**src/rtl/inst_fetch_unit_pkg.sv**
```systemverilog
// Shared constants and types for the instruction fetch unit.
// Build option: define FETCH_STATS_EN to add the fetch/flush statistics counters.
package inst_fetch_unit_pkg;

  localparam logic [31:0] NOP_INST        = 32'h0000_0033;
  // Wide enough for any XLEN up to 64; users slice the low XLEN bits.
  localparam logic [63:0] INST_ALIGN_MASK = 64'hFFFF_FFFF_FFFF_FFFC;

  typedef enum logic [1:0] {
    IDLE  = 2'd0,
    WAIT  = 2'd1,
    DRAIN = 2'd2
  } fetch_state_e;

endpackage

```
**src/rtl/inst_fetch_unit_fifo.sv**
```systemverilog
// Synchronous prefetch FIFO with flush; head is read combinationally from the
// registered storage so a pushed word is visible to the consumer the next cycle.
module fetch_fifo #(
  parameter int WIDTH = 64,
  parameter int DEPTH = 4,
  localparam int AW   = $clog2(DEPTH)
) (
  input  logic             clk,
  input  logic             rst,
  input  logic             push,
  input  logic [WIDTH-1:0] push_data,
  input  logic             pop,
  input  logic             flush,
  output logic [WIDTH-1:0] head_data,
  output logic             empty,
  output logic             full,
  output logic [AW:0]      count
);

  logic [WIDTH-1:0] mem_q [DEPTH];
  logic [AW:0]      wr_ptr_q, wr_ptr_d;
  logic [AW:0]      rd_ptr_q, rd_ptr_d;
  logic             do_push, do_pop;

  // Pointers carry one extra wrap bit so full and empty are distinguishable.
  assign empty     = (wr_ptr_q == rd_ptr_q);
  assign full      = (wr_ptr_q[AW] != rd_ptr_q[AW]) &&
                     (wr_ptr_q[AW-1:0] == rd_ptr_q[AW-1:0]);
  assign count     = wr_ptr_q - rd_ptr_q;
  assign head_data = mem_q[rd_ptr_q[AW-1:0]];

  always_comb begin
    do_push  = push && !full && !flush;
    do_pop   = pop && !empty && !flush;
    wr_ptr_d = wr_ptr_q + (AW+1)'(do_push);
    rd_ptr_d = rd_ptr_q + (AW+1)'(do_pop);
    if (flush) begin
      wr_ptr_d = '0;
      rd_ptr_d = '0;
    end
  end

  always_ff @(posedge clk) begin
    if (!rst) begin
      wr_ptr_q <= '0;
      rd_ptr_q <= '0;
    end else begin
      wr_ptr_q <= wr_ptr_d;
      rd_ptr_q <= rd_ptr_d;
    end
  end

  always_ff @(posedge clk) begin
    if (do_push) begin
      mem_q[wr_ptr_q[AW-1:0]] <= push_data;
    end
  end

endmodule

```
**src/rtl/inst_fetch_unit.sv**
```systemverilog
// Instruction fetch stage: sequential PC generation, one-outstanding imem reads,
// prefetch FIFO to decode, redirect flush. Optional stats under FETCH_STATS_EN.
module inst_fetch_unit
  import inst_fetch_unit_pkg::*;
#(
  parameter int              XLEN       = 32,
  parameter int              FIFO_DEPTH = 4,
  parameter logic [XLEN-1:0] RESET_PC   = '0
) (
  input  logic            clk,
  input  logic            rst,
  output logic            imem_req,
  output logic [XLEN-1:0] imem_addr,
  input  logic            imem_gnt,
  input  logic            imem_rvalid,
  input  logic [XLEN-1:0] imem_rdata,
  input  logic            redirect_valid,
  input  logic [XLEN-1:0] redirect_pc,
  output logic            if_valid,
  input  logic            if_ready,
  output logic [XLEN-1:0] if_inst,
  output logic [XLEN-1:0] if_pc
`ifdef FETCH_STATS_EN
  ,
  output logic [31:0]     stat_fetched,
  output logic [31:0]     stat_flushed
`endif
);

  localparam int              AW         = $clog2(FIFO_DEPTH);
  localparam int              CW         = AW + 1;
  localparam logic [XLEN-1:0] ALIGN_MASK = INST_ALIGN_MASK[XLEN-1:0];
  localparam logic [XLEN-1:0] NOP        = XLEN'(NOP_INST);

  fetch_state_e    state_q, state_d;
  logic [XLEN-1:0] fetch_pc_q, fetch_pc_d;
  logic [XLEN-1:0] issue_pc_q, issue_pc_d;

  logic            fifo_push, fifo_pop;
  logic            fifo_empty, fifo_full;
  logic [AW:0]     fifo_count;
  logic [XLEN-1:0] head_pc, head_inst;
  logic            outstanding;
  logic [CW:0]     committed;
  logic            credit_ok;

  fetch_fifo #(
    .WIDTH (2*XLEN),
    .DEPTH (FIFO_DEPTH)
  ) u_fifo (
    .clk       (clk),
    .rst       (rst),
    .push      (fifo_push),
    .push_data ({issue_pc_q, imem_rdata}),
    .pop       (fifo_pop),
    .flush     (redirect_valid),
    .head_data ({head_pc, head_inst}),
    .empty     (fifo_empty),
    .full      (fifo_full),
    .count     (fifo_count)
  );

  // Buffered entries plus the word still in flight must leave room for a response.
  assign outstanding = (state_q != IDLE);
  assign committed   = {1'b0, fifo_count} + {{CW{1'b0}}, outstanding};
  assign credit_ok   = (committed < (CW+1)'(FIFO_DEPTH)) && !fifo_full;

  assign if_valid  = !fifo_empty && !redirect_valid;
  assign if_inst   = if_valid ? head_inst : NOP;
  assign if_pc     = if_valid ? head_pc : '0;
  assign fifo_pop  = if_valid && if_ready;
  assign imem_addr = fetch_pc_q;

  always_comb begin
    state_d    = state_q;
    fetch_pc_d = fetch_pc_q;
    issue_pc_d = issue_pc_q;
    imem_req   = 1'b0;
    fifo_push  = 1'b0;
    case (state_q)
      IDLE: begin
        imem_req = rst && credit_ok && !redirect_valid;
        if (imem_req && imem_gnt) begin
          state_d    = WAIT;
          issue_pc_d = fetch_pc_q;
          fetch_pc_d = fetch_pc_q + XLEN'(4);
        end
      end
      WAIT: begin
        if (redirect_valid) begin
          // A response arriving with the redirect is simply dropped.
          state_d = imem_rvalid ? IDLE : DRAIN;
        end else if (imem_rvalid) begin
          fifo_push = 1'b1;
          state_d   = IDLE;
        end
      end
      DRAIN: begin
        if (imem_rvalid) begin
          state_d = IDLE;
        end
      end
      default: state_d = IDLE;
    endcase
    if (redirect_valid) begin
      fetch_pc_d = redirect_pc & ALIGN_MASK;
    end
  end

  always_ff @(posedge clk) begin
    if (!rst) begin
      state_q    <= IDLE;
      fetch_pc_q <= RESET_PC;
      issue_pc_q <= RESET_PC;
    end else begin
      state_q    <= state_d;
      fetch_pc_q <= fetch_pc_d;
      issue_pc_q <= issue_pc_d;
    end
  end

`ifdef FETCH_STATS_EN
  logic [31:0] stat_fetched_q, stat_fetched_d;
  logic [31:0] stat_flushed_q, stat_flushed_d;

  // A redirect discards every buffered entry plus the word owed in WAIT;
  // in DRAIN that word was already counted by the earlier redirect.
  always_comb begin
    stat_fetched_d = stat_fetched_q + 32'(fifo_push);
    stat_flushed_d = stat_flushed_q;
    if (redirect_valid) begin
      stat_flushed_d = stat_flushed_q + 32'(fifo_count) + 32'(state_q == WAIT);
    end
  end

  always_ff @(posedge clk) begin
    if (!rst) begin
      stat_fetched_q <= '0;
      stat_flushed_q <= '0;
    end else begin
      stat_fetched_q <= stat_fetched_d;
      stat_flushed_q <= stat_flushed_d;
    end
  end

  assign stat_fetched = stat_fetched_q;
  assign stat_flushed = stat_flushed_q;
`endif

endmodule

```
**config.mk**
```make
export PLATFORM = sky130hd
export DESIGN_NAME = inst_fetch_unit
export DESIGN_NICKNAME = d
export VERILOG_FILES = /design/src/rtl/inst_fetch_unit_pkg.sv /design/src/rtl/inst_fetch_unit_fifo.sv /design/src/rtl/inst_fetch_unit.sv
export SDC_FILE = /design/constraint.sdc
export NUM_CORES = 1
export LEC_CHECK = 0
export ABC_AREA = 1
export BUFFER_PORTS_ARGS = -buffer_cell sky130_fd_sc_hd__buf_2
export CAP_MARGIN = 10
export CORE_UTILIZATION = 52
export CTS_CLUSTER_SIZE = 14
export DETAILED_ROUTE_END_ITERATION = 16
export PLACE_DENSITY = 0.74
export SLEW_MARGIN = 5
export SYNTH_ARGS = -nofsm -noshare
export SYNTH_HDL_FRONTEND = slang
export SYNTH_SLANG_ARGS = --single-unit
```
**constraint.sdc**
```tcl
create_clock -name clk -period 8.4 [get_ports clk]
set_clock_uncertainty 0.2 [all_clocks]
set_input_delay 2.52 -clock clk [delete_from_list [all_inputs] [get_ports clk]]
set_output_delay 2.52 -clock clk [all_outputs]
set_load 0.01 [all_outputs]
```
; Yosys cells after proc, flatten, opt, wreduce, memory -nomap -nowiden
; Memory sizes are Yosys's and may differ from the RTL's. A register that Yosys moved wholly into a read port is not among the register bits.
; Index checks and enable logic that the tools add are counted.
[word_totals]
output_inout_bits = 98
elab_cells = 58
ff_bits = 72
n_memories = 1
ramBits = 256
inputBits = 70
[op_classes]
n_eq_ne = 6
order_cmp = 1
muxes = 17
reduce_logical = 21
addsub = 5
bitwise_logic = 1
[memory_table]
columns = memory, words, width, rd, rd_ports_with_merged_regs, write_ports, line
row1 = u_fifo.mem_q, 4, 64, 1, 1, 1, inst_fetch_unit_fifo.sv:20  ; logic [WIDTH-1:0] mem_q [DEPTH];
[ops]
columns = cell, n
row1 = $mux 32, 5
row2 = $add 32x3->32 const B, 1
row3 = $logic_and 1x1->1, 11
row4 = $mux 2, 5
row5 = $add 3x1->3, 2
row6 = $mux 1, 6
row7 = $pmux 2 s3, 1
row8 = $reduce_bool 2->1, 3
row9 = $add 3x1->4, 1
row10 = $lt 4x3->1 const B, 1
row11 = $reduce_and 2->1, 2
row12 = $eq 3x3->1, 1
row13 = $logic_not 1->1, 3
row14 = $sub 3x3->3, 1
row15 = $eq 2x1->1 const B, 1
row16 = $eq 2x2->1, 1
row17 = $eq 2x2->1 const B, 1
row18 = $logic_not 2->1, 1
row19 = $ne 2x2->1 const B, 1
row20 = $reduce_or 2->1, 1
row21 = $ne 1x1->1, 1
row22 = $not 1->1, 1

; Longest topological paths before layout
[depth]
ltp_word = 10
ltp_mapped = 14

; Hierarchy
; A second synthesis with hierarchy kept.
[unflattened]
cells_unflattened = 1433
area_unflattened_um2 = 14224.9
[by_module_without_submodules]
columns = module, instances, seq_area_each_um2, cells_per_inst, area_per_inst_um2
row1 = fetch_fifo, 1, 7807.5, 803, 10390.0
row2 = inst_fetch_unit, 1, 1241.2, 630, 3834.9

; Least setup slack after synthesis
; No wires, ideal clock.
[synth_path]
path_kind = input to register
start = input redirect_valid
end = memory u_fifo.mem_q[0][0], enable pin
cell_stages = 5
path_slack_ps = 154
arrival_time_ps = 7487
cell_sequence = buf_2 > inv_1 > clkbuf_1 > nand4_1 > nor3_1
[synth_between]
elab_chain_cells = 6
elab_cells_between_ends = 7
[synth_rtl]
columns = item, line
row1 = start: declaration, inst_fetch_unit.sv:17  ; input logic redirect_valid,
row2 = $mux 1, inst_fetch_unit.sv:90  ; if (redirect_valid) begin
row3 = $mux 1, inst_fetch_unit.sv:80  ; case (state_q)
row4 = $logic_and 1x1->1, inst_fetch_unit_fifo.sv:33  ; do_push = push && !full && !flush;
row5 = $logic_and 1x1->1 (*), inst_fetch_unit_fifo.sv:33
row6 = $mux 1 (*), inst_fetch_unit_fifo.sv:54  ; if (do_push) begin
row7 = $mux 1 (not written as such) (*), inst_fetch_unit_fifo.sv:55  ; mem_q[wr_ptr_q[AW-1:0]] <= push_data;
row8 = end: declaration, inst_fetch_unit_fifo.sv:20
; Every way passes the cells marked *; elsewhere a longest branch is shown, timed or not.

; Worst setup path after layout
[layout_path]
start = input redirect_valid
end = output if_inst[22]
[layout_between]
elab_chain_cells = 3
[layout_rtl]
columns = item, line
row1 = $logic_not 1->1, inst_fetch_unit.sv:68  ; assign if_valid = !fifo_empty && !redirect_valid;
row2 = $logic_and 1x1->1, inst_fetch_unit.sv:68
row3 = $mux 32, inst_fetch_unit.sv:69  ; assign if_inst = if_valid ? head_inst : NOP;
row4 = end: declaration, inst_fetch_unit.sv:21  ; output logic [XLEN-1:0] if_inst,
; Every way passes these cells.

==> qor.txt <==
Post-DP Area -> 0.0143 sq mm
Met1 usage -> 0.305
Total Wirelength -> 29400 microns
Die ar. -> 0.0262 sq mm
Seq. cell area -> 0.00881 sq mm
CP required -> 5.68 ns
CP startpoint kind -> input pin
Setup CP Type -> input pin to output pin
Endpoints failing hold -> 0
Routed len/inst -> 16.1 microns
# rows -> 58
Via/cell ratio -> 5.35
Clock latency on the worst-skew pair -> 0.54 ns
Rel. slew slack -> 0.260
RSZ-0062 raised after global routing -> false
Area of the multi-input gates -> 0.00399 sq mm
Fill count -> 2049
Clock tree sinks -> 316
Clock Tree Root -> clkbuf_16
Post-detailed-route count of antenna-violating nets -> 0
Crit path largest cell delay -> 0.76 ns
Commonest non-fill, non-tap cell in the layout -> nor2_1
Synth Register Bits -> 316
Hold_buf cts -> 0
Final #Nets -> 1547
Met2 Track Usage GR -> 0.372
Die width -> 162 microns
CP cell instances -> buf_2, a21oi_2, buf_4, inv_2, buf_4, a21oi_1, buf_2
Inst Count DP -> 1767
Gr usage total -> 0.220
Pin count of the biggest net entering global routing -> 73
TritonCTS buffer count -> 30
Worst EP arrival -> 4.27 ns
Status -> finished clean
Initial Utilization -> 0.530
Initial antenna violation count -> 0
Max-slew violations -> 0
Area Growth Syn to Fin -> 15.1%
Number of port buffers -> 161
Yosys warns -> 0
Worst hold-check path type -> register to register
DP Worst Slack -> 1.40 ns
CTS tree -> done
Synth unique cells -> 33
Max frequency -> 0.143 GHz
Setup_tns -> 0 ns
Total number of vias -> 9743
Die height -> 162 microns
Pwr dens -> 206 mW/mm^2
Syn Inst Count -> 1334
Leakage -> 5.77 nW
Cell area after synthesis -> 0.0133 sq mm
Least-Margin Pin Slew -> 1.11 ns
Met3 Use GR -> 0.0250
Drt first pass iters -> 5
Largest delay share family, worst path -> buffers and inverters
I/O pin count -> 168
Fin area -> 0.0153 sq mm
GRT Max-Usage Layer -> met2
Share of the yosys chip area belonging to registers -> 0.662
Clock-pin slew on the worst setup and hold paths -> 0.06 ns
Avg Synthesized Cell Area -> 9.97 sq um
Non-filler cells, final -> 1821
Endpoint class of the critical path -> output pin
Final setup viols -> 0
Grt total ovfl -> 0
Synth async-reset ratio -> 0
Hpwl dp -> 17200 microns
Minimum clock period -> 6.99 ns
Postcts setup bufs -> 0
Max-cap violations -> 0
Final Power -> 3.16 mW
Core area -> 0.0251 sq mm
Max clock buf depth -> 3
Final worst setup slack -> 1.41 ns
Post-synth EDFFs -> 248
Residual DRC count -> 0
Critical-path top delay cell -> inv_2
H-tree depth -> 1
Vias in the first global route -> 8831
Final critical-path share of the clock period -> 0.832
Post-CTS sizing -> 0
Most frequent cells in the layout -> 327 x nor2_1, 248 x edfxtp_1, 215 x nand2_1
Initial DRC Count -> 769
Top_reg_cell synth -> edfxtp_1
Maximum VDD drop -> 170 uV
First-pass GRT wire length -> 45500 microns
CP max FO -> 50
Ant. Diodes -> 0
Share of layout cells above drive strength 1 -> 0.160
CP bufs+invs -> 5
Gpl congestion -> 0.895
## cell usage after synthesis, types with 2 or more instances
library cell | instances | share of area
nor2_1 | 327 | 0.092
edfxtp_1 | 248 | 0.56
nand2_1 | 215 | 0.061
o21ai_0 | 149 | 0.056
a21oi_1 | 106 | 0.040
dfxtp_1 | 68 | 0.10
inv_1 | 48 | 0.014
clkbuf_1 | 47 | 0.013
nand3_1 | 43 | 0.016
buf_2 | 15 | 0.0056
xnor2_1 | 9 | 0.0059
ha_1 | 7 | 0.0066
buf_1 | 5 | 0.0014
buf_4 | 5 | 0.0028
inv_2 | 5 | 0.0014
nand4_1 | 4 | 0.0019
nor3_1 | 4 | 0.0015
o221ai_1 | 4 | 0.0026
nand3_2 | 3 | 0.0023
nor2_2 | 3 | 0.0014
a21oi_2 | 2 | 0.0013
buf_6 | 2 | 0.0017
nand2_2 | 2 | 0.00094
nor2_4 | 2 | 0.0017
o21bai_1 | 2 | 0.0011
xor2_1 | 2 | 0.0013
## logic make-up (layout without fill, tap and decap cells)
logic type	Yosys count	after routing	synth area share
other	1	4	0.000282
flip-flops	316	316	0.662
adder cells (fa/ha/maj)	8	8	0.00809
XOR/XNOR	11	11	0.00724
buffers and inverters	128	282	0.0401
AND/OR/NAND/NOR	606	606	0.180
AO/OA/AOI/OAI	264	264	0.102
## path summary, 6_finish.rpt
| kind | from | to | slack [ns] | depth (start not counted) |
|---|---|---|---|---|
| max reg2reg | u_fifo.rd_ptr_q[1] | imem_addr[2] | 5.00 | 10 |
| max | redirect_valid | if_inst[22] | 1.41 | 7 |
| min | issue_pc_q[11] | u_fifo.mem_q[0][43] | 0.29 | 0 |
| min reg2reg | issue_pc_q[11] | u_fifo.mem_q[0][43] | 0.29 | 0 |
## registers in the layout (all words and copies together) (netlist names)
name             cells
imem_addr           30
issue_pc_q          30
state_q              2
u_fifo.mem_q       248
u_fifo.rd_ptr_q      3
u_fifo.wr_ptr_q      3
## final cells by class
type                       count  share of cell area
multi-input combinational    893               0.261
tap                          330              0.0270
clock buffer                  44              0.0565
sequential                   316               0.576
timing repair buffer         174              0.0590
inverter                      54              0.0132
clock inverter                10             0.00809
## layer usage
layer / up-vias / share of wire
li1: 4786 / -
met1: 4588 / 0.45
met2: 334 / 0.47
met3: 35 / 0.063
met4: 0 / 0.015
met5: - / 0
## report_power, final
| part | leakage, nW | switching [mW] | total (mW) | internal [mW] |
|---|---|---|---|---|
| logic | 2.51 | 0.0672 | 0.106 | 0.0385 |
| clock network | 0.477 | 0.529 | 1.33 | 0.799 |
| registers | 2.78 | 0.0244 | 1.72 | 1.70 |
| total | 5.77 | 0.621 | 3.16 | 2.54 |
## per-stage QoR
stage | util | hold WS, ns
detailed placement | 0.570 | 0.286
global route | 0.610 | 0.315
finish | 0.610 | 0.295
floorplan | - | 0.255
CTS | 0.610 | 0.300
global placement | 0.570 | 0.278
No activity file was read; power rests on OpenSTA's default activity.
